$ cat src/rtl/evac_pkg.sv
// rtl/evac_pkg.sv - shared widths and FSM state type for the evacuation dispatcher
package evac_pkg;

   localparam int ZONE_W = 8;
   localparam int PRIO_W = 2;

   typedef enum logic [1:0] {
      IDLE   = 2'd0,
      FETCH  = 2'd1,
      SELECT = 2'd2,
      OFFER  = 2'd3
   } evac_disp_state_t;

endpackage

$ cat src/rtl/free_unit_arbiter.sv
// rtl/free_unit_arbiter.sv - lowest-index picker over units that are free and not yet failed
module free_unit_arbiter #(
   parameter int NUM_UNITS = 4
) (
   input  logic [NUM_UNITS-1:0]         unit_busy,
   input  logic [NUM_UNITS-1:0]         fail_mask,
   output logic                         found,
   output logic [$clog2(NUM_UNITS)-1:0] idx
);

   logic [NUM_UNITS-1:0] cand;

   assign cand = ~unit_busy & ~fail_mask;

   // Scanning downward lets the lowest set bit overwrite any higher one.
   always_comb begin
      found = 1'b0;
      idx   = '0;
      for (int i = NUM_UNITS - 1; i >= 0; i--) begin
         if (cand[i]) begin
            found = 1'b1;
            idx   = ($clog2(NUM_UNITS))'(i);
         end
      end
   end

endmodule

$ cat src/rtl/evac_dispatcher.sv
// rtl/evac_dispatcher.sv - pops queue entries and offers each to a free rescue unit, retrying on ack timeout
module evac_dispatcher
   import evac_pkg::*;
#(
   parameter int NUM_UNITS   = 4,
   parameter int ACK_TIMEOUT = 15
) (
   input  logic                         Main_Clock,
   input  logic                         rst_n,
   input  logic                         Enable,
   input  logic                         Queue_Empty,
   input  logic [ZONE_W-1:0]            Queue_Zone,
   input  logic [PRIO_W-1:0]            Queue_Priority,
   output logic                         Serve,
   input  logic [NUM_UNITS-1:0]         Unit_Busy,
   output logic                         Dispatch_Valid,
   output logic [$clog2(NUM_UNITS)-1:0] Dispatch_Unit,
   output logic [ZONE_W-1:0]            Dispatch_Zone,
   output logic [PRIO_W-1:0]            Dispatch_Priority,
   input  logic                         Dispatch_Ack,
   output logic [7:0]                   Dispatch_Count,
   output logic                         Timeout_Error
);

   localparam int         IDX_W      = $clog2(NUM_UNITS);
   localparam logic [7:0] TIMER_LAST = 8'(ACK_TIMEOUT - 1);

   evac_disp_state_t     state_q, state_d;
   logic                 serve_q, serve_d;
   logic [ZONE_W-1:0]    zone_q, zone_d;
   logic [PRIO_W-1:0]    prio_q, prio_d;
   logic [IDX_W-1:0]     unit_q, unit_d;
   logic [7:0]           timer_q, timer_d;
   logic [NUM_UNITS-1:0] fail_q, fail_d;
   logic [7:0]           count_q, count_d;
   logic                 terr_q, terr_d;

   logic                 arb_found;
   logic [IDX_W-1:0]     arb_idx;

   free_unit_arbiter #(
      .NUM_UNITS (NUM_UNITS)
   ) u_arb (
      .unit_busy (Unit_Busy),
      .fail_mask (fail_q),
      .found     (arb_found),
      .idx       (arb_idx)
   );

   always_comb begin
      state_d = state_q;
      serve_d = 1'b0;
      zone_d  = zone_q;
      prio_d  = prio_q;
      unit_d  = unit_q;
      timer_d = timer_q;
      fail_d  = fail_q;
      count_d = count_q;
      terr_d  = terr_q;
      case (state_q)
         IDLE: begin
            if (Enable && !Queue_Empty) begin
               state_d = FETCH;
            end
         end
         FETCH: begin
            // Queue may have been cleared since IDLE looked at it.
            if (Queue_Empty) begin
               state_d = IDLE;
            end else begin
               serve_d = 1'b1;
               zone_d  = Queue_Zone;
               prio_d  = Queue_Priority;
               fail_d  = '0;
               state_d = SELECT;
            end
         end
         SELECT: begin
            if (arb_found) begin
               unit_d  = arb_idx;
               timer_d = '0;
               state_d = OFFER;
            end else if (|fail_q) begin
               fail_d = '0;
            end
         end
         OFFER: begin
            if (Dispatch_Ack) begin
               if (count_q != 8'hFF) begin
                  count_d = count_q + 8'd1;
               end
               state_d = IDLE;
            end else if (timer_q == TIMER_LAST) begin
               terr_d         = 1'b1;
               fail_d[unit_q] = 1'b1;
               state_d        = SELECT;
            end else begin
               timer_d = timer_q + 8'd1;
            end
         end
         default: state_d = IDLE;
      endcase
   end

   always_ff @(posedge Main_Clock) begin
      if (!rst_n) begin
         state_q <= IDLE;
         serve_q <= 1'b0;
         zone_q  <= '0;
         prio_q  <= '0;
         unit_q  <= '0;
         timer_q <= '0;
         fail_q  <= '0;
         count_q <= '0;
         terr_q  <= 1'b0;
      end else begin
         state_q <= state_d;
         serve_q <= serve_d;
         zone_q  <= zone_d;
         prio_q  <= prio_d;
         unit_q  <= unit_d;
         timer_q <= timer_d;
         fail_q  <= fail_d;
         count_q <= count_d;
         terr_q  <= terr_d;
      end
   end

   assign Serve             = serve_q;
   assign Dispatch_Valid    = (state_q == OFFER);
   assign Dispatch_Unit     = unit_q;
   assign Dispatch_Zone     = zone_q;
   assign Dispatch_Priority = prio_q;
   assign Dispatch_Count    = count_q;
   assign Timeout_Error     = terr_q;

endmodule
$ cat config.mk
export PLATFORM = sky130hd
export DESIGN_NAME = evac_dispatcher
export DESIGN_NICKNAME = d
export VERILOG_FILES = /design/src/rtl/evac_pkg.sv /design/src/rtl/free_unit_arbiter.sv /design/src/rtl/evac_dispatcher.sv
export SDC_FILE = /design/constraint.sdc
export NUM_CORES = 1
export LEC_CHECK = 0
export CORE_AREA = 2 2 83 45
export CTS_CLUSTER_DIAMETER = 60
export DETAILED_ROUTE_END_ITERATION = 8
export DIE_AREA = 0 0 85 47
export HOLD_SLACK_MARGIN = 0.06
export MAX_ROUTING_LAYER = met4
export PLACE_DENSITY = 0.92
export SKIP_LAST_GASP = 1
export SYNTH_ARGS = -nofsm -noshare
export SYNTH_HDL_FRONTEND = slang
export SYNTH_HIERARCHICAL = 1
export SYNTH_SLANG_ARGS = --single-unit
$ cat constraint.sdc
create_clock -name Main_Clock -period 4.3 [get_ports Main_Clock]
set_input_delay 0.645 -clock Main_Clock [delete_from_list [all_inputs] [get_ports Main_Clock]]
set_output_delay 0.645 -clock Main_Clock [all_outputs]
set_load 0.005 [all_outputs]
==> impl_metrics.py, run 1 <==
metrics = {
    "run_status": {
        "status": "complete, no violations",
    },
    "synthesis": {
        "synth.area.mux_share_pct": 2.448,
        "synthTopCellsByCount": "36 x dfxtp_1, 30 x nand2_1, 19 x a21oi_1",
        "synth_fa_ha_area_share_pct": 2.295,
        "ys_warn_count": 6,
        "synth_seq_cells": 36,
        "netlist_area_sq_mm": 0.001635,
        "synth_top_family_by_area": "simple AND/OR/NAND/NOR gates",
        "synthXorXnorAreaFrac_pct": 1.071,
        "async_reset_ff_share_pct": 0,
        "synth.area.top_cells": "dfxtp_1 44%, nand2_1 6.9%, a21oi_1 5.8%, nor2_1 3.0%, o21a_1 2.8%",
        "synthSimpleGateAreaFrac_pct": 27.01,
        "synth_edf_count": 0,
        "yosysSeqAreaShare_pct": 44.07,
        "synth_area_leader_cell": "dfxtp_1",
        "syn-num-nets": 210,
        "syn_avg_cell_area_sq_um": 8.699,
        "synth_top_flop_cell": "dfxtp_1",
        "yosysTopAreaCellShare_pct": 44.07,
        "syn_inst": 188,
        "ys_types": 45,
        "synth_compound_area_share_pct": 18.67,
        "yosysMostFrequentCell": "dfxtp_1",
    },
    "job": {
        "cap_violations": 0,
    },
    "power_and_ir_drop": {
        "p_sw_mw": 0.1463,
        "design_power_total_mw": 0.6401,
        "switching_share_pct": 22.86,
        "internal_power_mw": 0.4938,
        "p_clk_share_pct": 39.4,
        "combPwrFrac_pct": 7.3,
        "p_seq_share_pct": 53.4,
        "vdd_drop_max_mv": 0.1810,
        "leakage_nw": 0.7357,
        "power.density_mw_per_mm2": 298.3,
    },
    "worst_setup_path": {
        "crit_slowest_cell": "dfxtp_1",
        "required_ps": 3650,
        "crit_fanout": 10,
        "worstSetupPathType": "reg2out",
        "crit_family": "flip-flops",
        "start_kind": "flip-flop",
        "worstPathArrival_ps": 1490,
        "cp_num_buf_inv": 1,
        "worstSetupEndpointType": "output pin",
        "max_stage_delay_ps": 510,
        "path_cells": "and2_2 -> clkdlybuf4s50_1",
    },
    "sta": {
        "worst_slack_ps": 2162,
        "max_freq_ghz": 0.4678,
        "tns_ps": 0,
        "final_hold_viol_count": 0,
        "worstMarginPinSlew_ps": 497.9,
        "rsz0062_at_grt": "no",
        "slew-limit-headroom_pct": 66.55,
        "setup_viol_count_final": 0,
        "min_period_over_period_pct": 49.72,
        "post-route-min-period_ps": 2138,
        "fin_worst_skew_ps": 3.536,
        "slew_violations": 0,
    },
    "die": {
        "die_area_sq_mm": 0.003995,
        "coreArea_sq_mm": 0.003284,
        "ios": 42,
        "dieHeight_um": 47,
        "start_util_pct": 49.79,
        "die_x_um": 85,
        "rows": 15,
    },
    "placement": {
        "place_ws_ps": 1884,
        "hpwl_um": 2906,
        "gp_congestion": 0.8070,
        "portBuffers": 41,
    },
    "worst_hold_path": {
        "hold_path.class": "reg2reg",
    },
    "cts": {
        "clock_sinks": 36,
        "cts.path.max_buffers": 2,
        "cts.clk_slew.worst_paths_ps": 70,
        "clk_root_buffer_cell": "clkbuf_8",
        "cts_tree": "done",
        "htree_levels": 2,
        "hold_buffers": 0,
        "cts_made_buffers": 5,
        "cts_resized": 0,
        "clock_latency_ps": 290,
        "cts_setup_buffers": 0,
    },
    "detailed_routing": {
        "wl_per_cell_um": 14.35,
        "vias": 1521,
        "first_pass_iters": 4,
        "drt_wl_total_um": 3902,
        "drt.antenna.violating_nets": 0,
        "drc": 0,
        "first_iter_violations": 67,
        "avgViaCountPerCell": 5.592,
    },
    "global_routing": {
        "grt_pass1_vias": 1390,
        "grt_max_degree": 25,
        "antenna_found_initial": 0,
        "grt_first_pass_wirelength_um": 6382,
        "overflow": 0,
        "track_usage_pct": 21.85,
    },
    "finish": {
        "fin_nets": 251,
        "syn2layout_area_growth_pct": 31.22,
        "num_antenna_cells": 0,
        "drive_gt1_share_pct": 6.957,
    },
}
sequential cells by signal, indices dropped and copies added (netlist names):
name,count
Timeout_Error,1
state_q,2
Dispatch_Count,8
Serve,1
timer_q,8
fail_q,4
Dispatch_Zone,8
Dispatch_Unit,2
Dispatch_Priority,2
worst min-delay path, delay by kind of cell, from the launching register on:
family | cells | cell delay (ps)
flops | 1 | 320
buf+inv | 1 | 50
compound gates | 1 | 50
cell usage in the layout, fill, tap and decap left out, types with 2 or more instances in the layout:
cell,instances
mux2i_1,4
nor3_1,2
nor2_1,13
clkdlybuf4s50_1,41
dfxtp_1,36
or4_1,2
nor3b_1,2
nand4_1,5
o22ai_1,3
a21oi_1,19
o211ai_1,2
and3_1,3
nand3_1,6
or3_1,3
o31ai_1,3
o21a_1,6
nand3b_1,3
ha_1,3
nand2b_1,2
o21ai_0,3
clkbuf_8,6
inv_1,6
nand2_1,30
a31oi_1,6
power by group through the flow:
stage          clock network [mW]  logic, mW  registers, mW
2_1_floorplan                   0     0.0219          0.347
4_1_cts                     0.256     0.0466          0.342
5_1_grt                     0.273     0.0508          0.342
3_3_place_gp                    0     0.0451          0.349
3_5_place_dp                    0     0.0464          0.349
6_report                    0.252     0.0466          0.342
layer usage:
layer	share of wire, %	up-vias	routed length [um]	track usage [%]
met4	0.97	0	38	7.619
met5	0	-	0	-
li1	-	759	-	-
met1	50	706	1946	29.71
met2	42	51	1653	32.03
met3	6.8	5	264	5.448
path summary, 6_finish.rpt:
kind	slack, ps	cells past startpoint	from	to
worst max register to register	2490	6	timer_q[0]	timer_q[3]
worst min-delay path	450	2	Timeout_Error	Timeout_Error
worst max-delay path	2160	2	state_q[0]	Dispatch_Valid
worst min register to register	450	2	Timeout_Error	Timeout_Error
area by class of cell:
| type | count | area [sq um] |
|---|---|---|
| fillers | 277 | 1139 |
| clock buffers | 7 | 86.33 |
| clock inverters | 1 | 7.507 |
| inverters | 7 | 26.28 |
| flip-flops and latches | 36 | 720.7 |
| repair buffers | 41 | 410.4 |
| well taps | 42 | 52.55 |
| multi-input cells | 138 | 842.1 |
kinds of logic after synthesis:
group	Yosys count
simple gates	82
flops	36
fa+ha+maj	3
mux	4
compound gates	47
xor+xnor	2
buf+inv	14
through the flow:
| stage | hold WS (ps) | util [%] | cells | cell area (sq um) |
|---|---|---|---|---|
| finish | 452.9 | 65.33 | 272 | 2146 |
| global route | 482.3 | 65.33 | 272 | 2146 |
| CTS | 455.3 | 65.33 | 272 | 2146 |
| detailed placement | 441.8 | 62.48 | 264 | 2052 |
| global placement | 445.9 | 62.48 | 264 | 2052 |
| floorplan | 442.1 | - | 188 | 1635 |
No activity file was read; power rests on OpenSTA's default activity.
==> run 2, diff against run 1 <==
--- a/config.mk
+++ b/config.mk
@@ -5,13 +5,13 @@
 export SDC_FILE = /design/constraint.sdc
 export NUM_CORES = 1
 export LEC_CHECK = 0
-export CORE_AREA = 2 2 83 45
+export CORE_AREA = 2 2 86 47
 export CTS_CLUSTER_DIAMETER = 60
 export DETAILED_ROUTE_END_ITERATION = 8
-export DIE_AREA = 0 0 85 47
+export DIE_AREA = 0 0 88 49
 export HOLD_SLACK_MARGIN = 0.06
 export MAX_ROUTING_LAYER = met4
-export PLACE_DENSITY = 0.92
+export PLACE_DENSITY = 0.86
 export SKIP_LAST_GASP = 1
 export SYNTH_ARGS = -nofsm -noshare
 export SYNTH_HDL_FRONTEND = slang
==> constraint.sdc (replaced) <==
create_clock -name Main_Clock -period 2 [get_ports Main_Clock]
set_input_delay 0.3 -clock Main_Clock [delete_from_list [all_inputs] [get_ports Main_Clock]]
set_output_delay 0.3 -clock Main_Clock [all_outputs]
set_load 0.005 [all_outputs]
==> impl_metrics.py, run 2 (same netlist as run 1, synthesis figures left out) <==
metrics = {
    "power_and_ir_drop": {
        "power.density_mw_per_mm2": 669.7,
        "leakage_nw": 0.7700,
        "vdd_drop_max_mv": 0.3291,
    },
    "sta": {
        "max_freq_ghz": 0.5397,
        "setup_viol_count_final": 0,
        "rsz0062_at_grt": "no",
        "slew_violations": 0,
        "tns_ps": 0,
        "final_hold_viol_count": 0,
        "fin_worst_skew_ps": 3.043,
        "worstMarginPinSlew_ps": 506.7,
        "post-route-min-period_ps": 1853,
        "min_period_over_period_pct": 92.65,
        "slew-limit-headroom_pct": 66.16,
    },
    "global_routing": {
        "grt_first_pass_wirelength_um": 6361,
        "overflow": 0,
        "antenna_found_initial": 0,
        "grt_max_degree": 23,
        "grt_pass1_vias": 1371,
        "track_usage_pct": 19.76,
    },
    "detailed_routing": {
        "avgViaCountPerCell": 5.253,
        "drc": 0,
        "vias": 1518,
        "route.met3.wl_um": 304,
        "top_layer_used": "met4",
        "first_pass_iters": 4,
        "drt_wl_total_um": 3927,
        "wl_per_cell_um": 13.59,
        "wl_met2_um": 1604,
        "first_iter_violations": 83,
        "drt-met1-wl_um": 2000,
        "drt.antenna.violating_nets": 0,
    },
    "finish": {
        "seq_area_sq_um": 720.7,
        "fill_cells": 325,
        "syn2layout_area_growth_pct": 35.50,
        "num_antenna_cells": 0,
        "post-route-util_pct": 61.15,
        "final_common_cell": "clkdlybuf4s50_1",
        "drive_gt1_share_pct": 9.362,
        "fin_nets": 256,
        "final_cell_mix": "41 x clkdlybuf4s50_1, 36 x dfxtp_1, 30 x nand2_1, 19 x a21oi_1, 13 x nor2_1",
        "multi_input_area_sq_um": 842.1,
    },
    "worst_setup_path": {
        "worstSetupEndpointType": "output pin",
        "start_kind": "flip-flop",
        "crit_fanout": 10,
        "ff2ff_path_depth": 5,
        "worstPathArrival_ps": 1550,
        "required_ps": 1700,
        "worstSetupPathType": "reg2out",
    },
    "placement": {
        "hpwl_um": 2852,
        "gp_congestion": 0.8667,
        "portBuffers": 41,
    },
    "cts": {
        "cts.clk_slew.worst_paths_ps": 70,
        "cts_tree": "done",
        "clk_root_buffer_cell": "clkbuf_8",
        "cts_resized": 0,
        "hold_buffers": 0,
        "cts.path.max_buffers": 2,
        "clock_sinks": 36,
        "htree_levels": 2,
        "cts_setup_buffers": 0,
        "cts_made_buffers": 5,
        "clock_latency_ps": 290,
    },
    "die": {
        "die_x_um": 88,
        "die_area_sq_mm": 0.004312,
        "coreArea_sq_mm": 0.003623,
        "rows": 16,
        "ios": 42,
        "dieHeight_um": 49,
        "start_util_pct": 45.13,
    },
    "run_status": {
        "status": "complete, no violations",
    },
    "job": {
        "cap_violations": 0,
    },
    "worst_hold_path": {
        "hold_path.class": "reg2reg",
        "whs_path_depth": 2,
    },
}
==> run 2: final timing paths <==
kind	slack (ps)	startpoint	to
setup / recovery	150	state_q[0]	Dispatch_Valid
hold / removal	460	Dispatch_Zone[4]	Dispatch_Zone[4]
setup reg to reg	300	timer_q[1]	timer_q[4]
hold reg to reg	460	Dispatch_Zone[4]	Dispatch_Zone[4]
==> run 2: cell type report <==
| type | instances | area share, % |
|---|---|---|
| clock buffer | 5 | 3.106 |
| sequential | 36 | 32.52 |
| timing repair buffer | 46 | 20.21 |
| inverter | 7 | 1.186 |
| clock inverter | 3 | 1.920 |
| tap | 54 | 3.049 |
| multi-input combinational | 138 | 38.00 |
==> run 2: per-layer routing <==
metal  up-vias  track usage (%)
met3         3            7.953
met4         0            4.359
met2        55            26.64
met1       690            27.72
li1        770                -
met5         -                -
==> run 2: power breakdown <==
group / switching [mW] / total (mW) / leakage [nW] / internal [mW]
Clock: 0.276 / 0.645 / 0.0541 / 0.369
Combinational: 0.0445 / 0.105 / 0.425 / 0.0606
Sequential: 0.00972 / 0.734 / 0.290 / 0.725
==> run 2: worst max-delay path, cell delays in order (launching register included) <==
cell             delay (ps)
dfxtp_1                 540
and2_2                  230
clkdlybuf4s50_1         490
==> run 2: through the flow <==
step / hold slack (ps) / power, mW / std cells / setup WS (ps) / instance area, sq um
global placement: 440.5 / 0.8533 / 281 / 92.87 / 2105
CTS: 457.5 / 1.489 / 289 / 144.2 / 2216
global route: 488.4 / 1.535 / 289 / 59.09 / 2216
finish: 456.5 / 1.484 / 289 / 147.0 / 2216
floorplan: 417.5 / 0.7930 / 188 / 453.0 / 1635
detailed placement: 446.7 / 0.8556 / 281 / 82.36 / 2105
==> run 3, diff against run 2 <==
--- a/config.mk
+++ b/config.mk
@@ -5,10 +5,12 @@
 export SDC_FILE = /design/constraint.sdc
 export NUM_CORES = 1
 export LEC_CHECK = 0
+export CAP_MARGIN = 10
 export CORE_AREA = 2 2 86 47
 export CTS_CLUSTER_DIAMETER = 60
 export DETAILED_ROUTE_END_ITERATION = 8
 export DIE_AREA = 0 0 88 49
+export GPL_ROUTABILITY_DRIVEN = 1
 export HOLD_SLACK_MARGIN = 0.06
 export MAX_ROUTING_LAYER = met4
 export PLACE_DENSITY = 0.86
==> results of run 3 <==
Same layout as run 2: the final DEF is identical, and so are final timing and power.
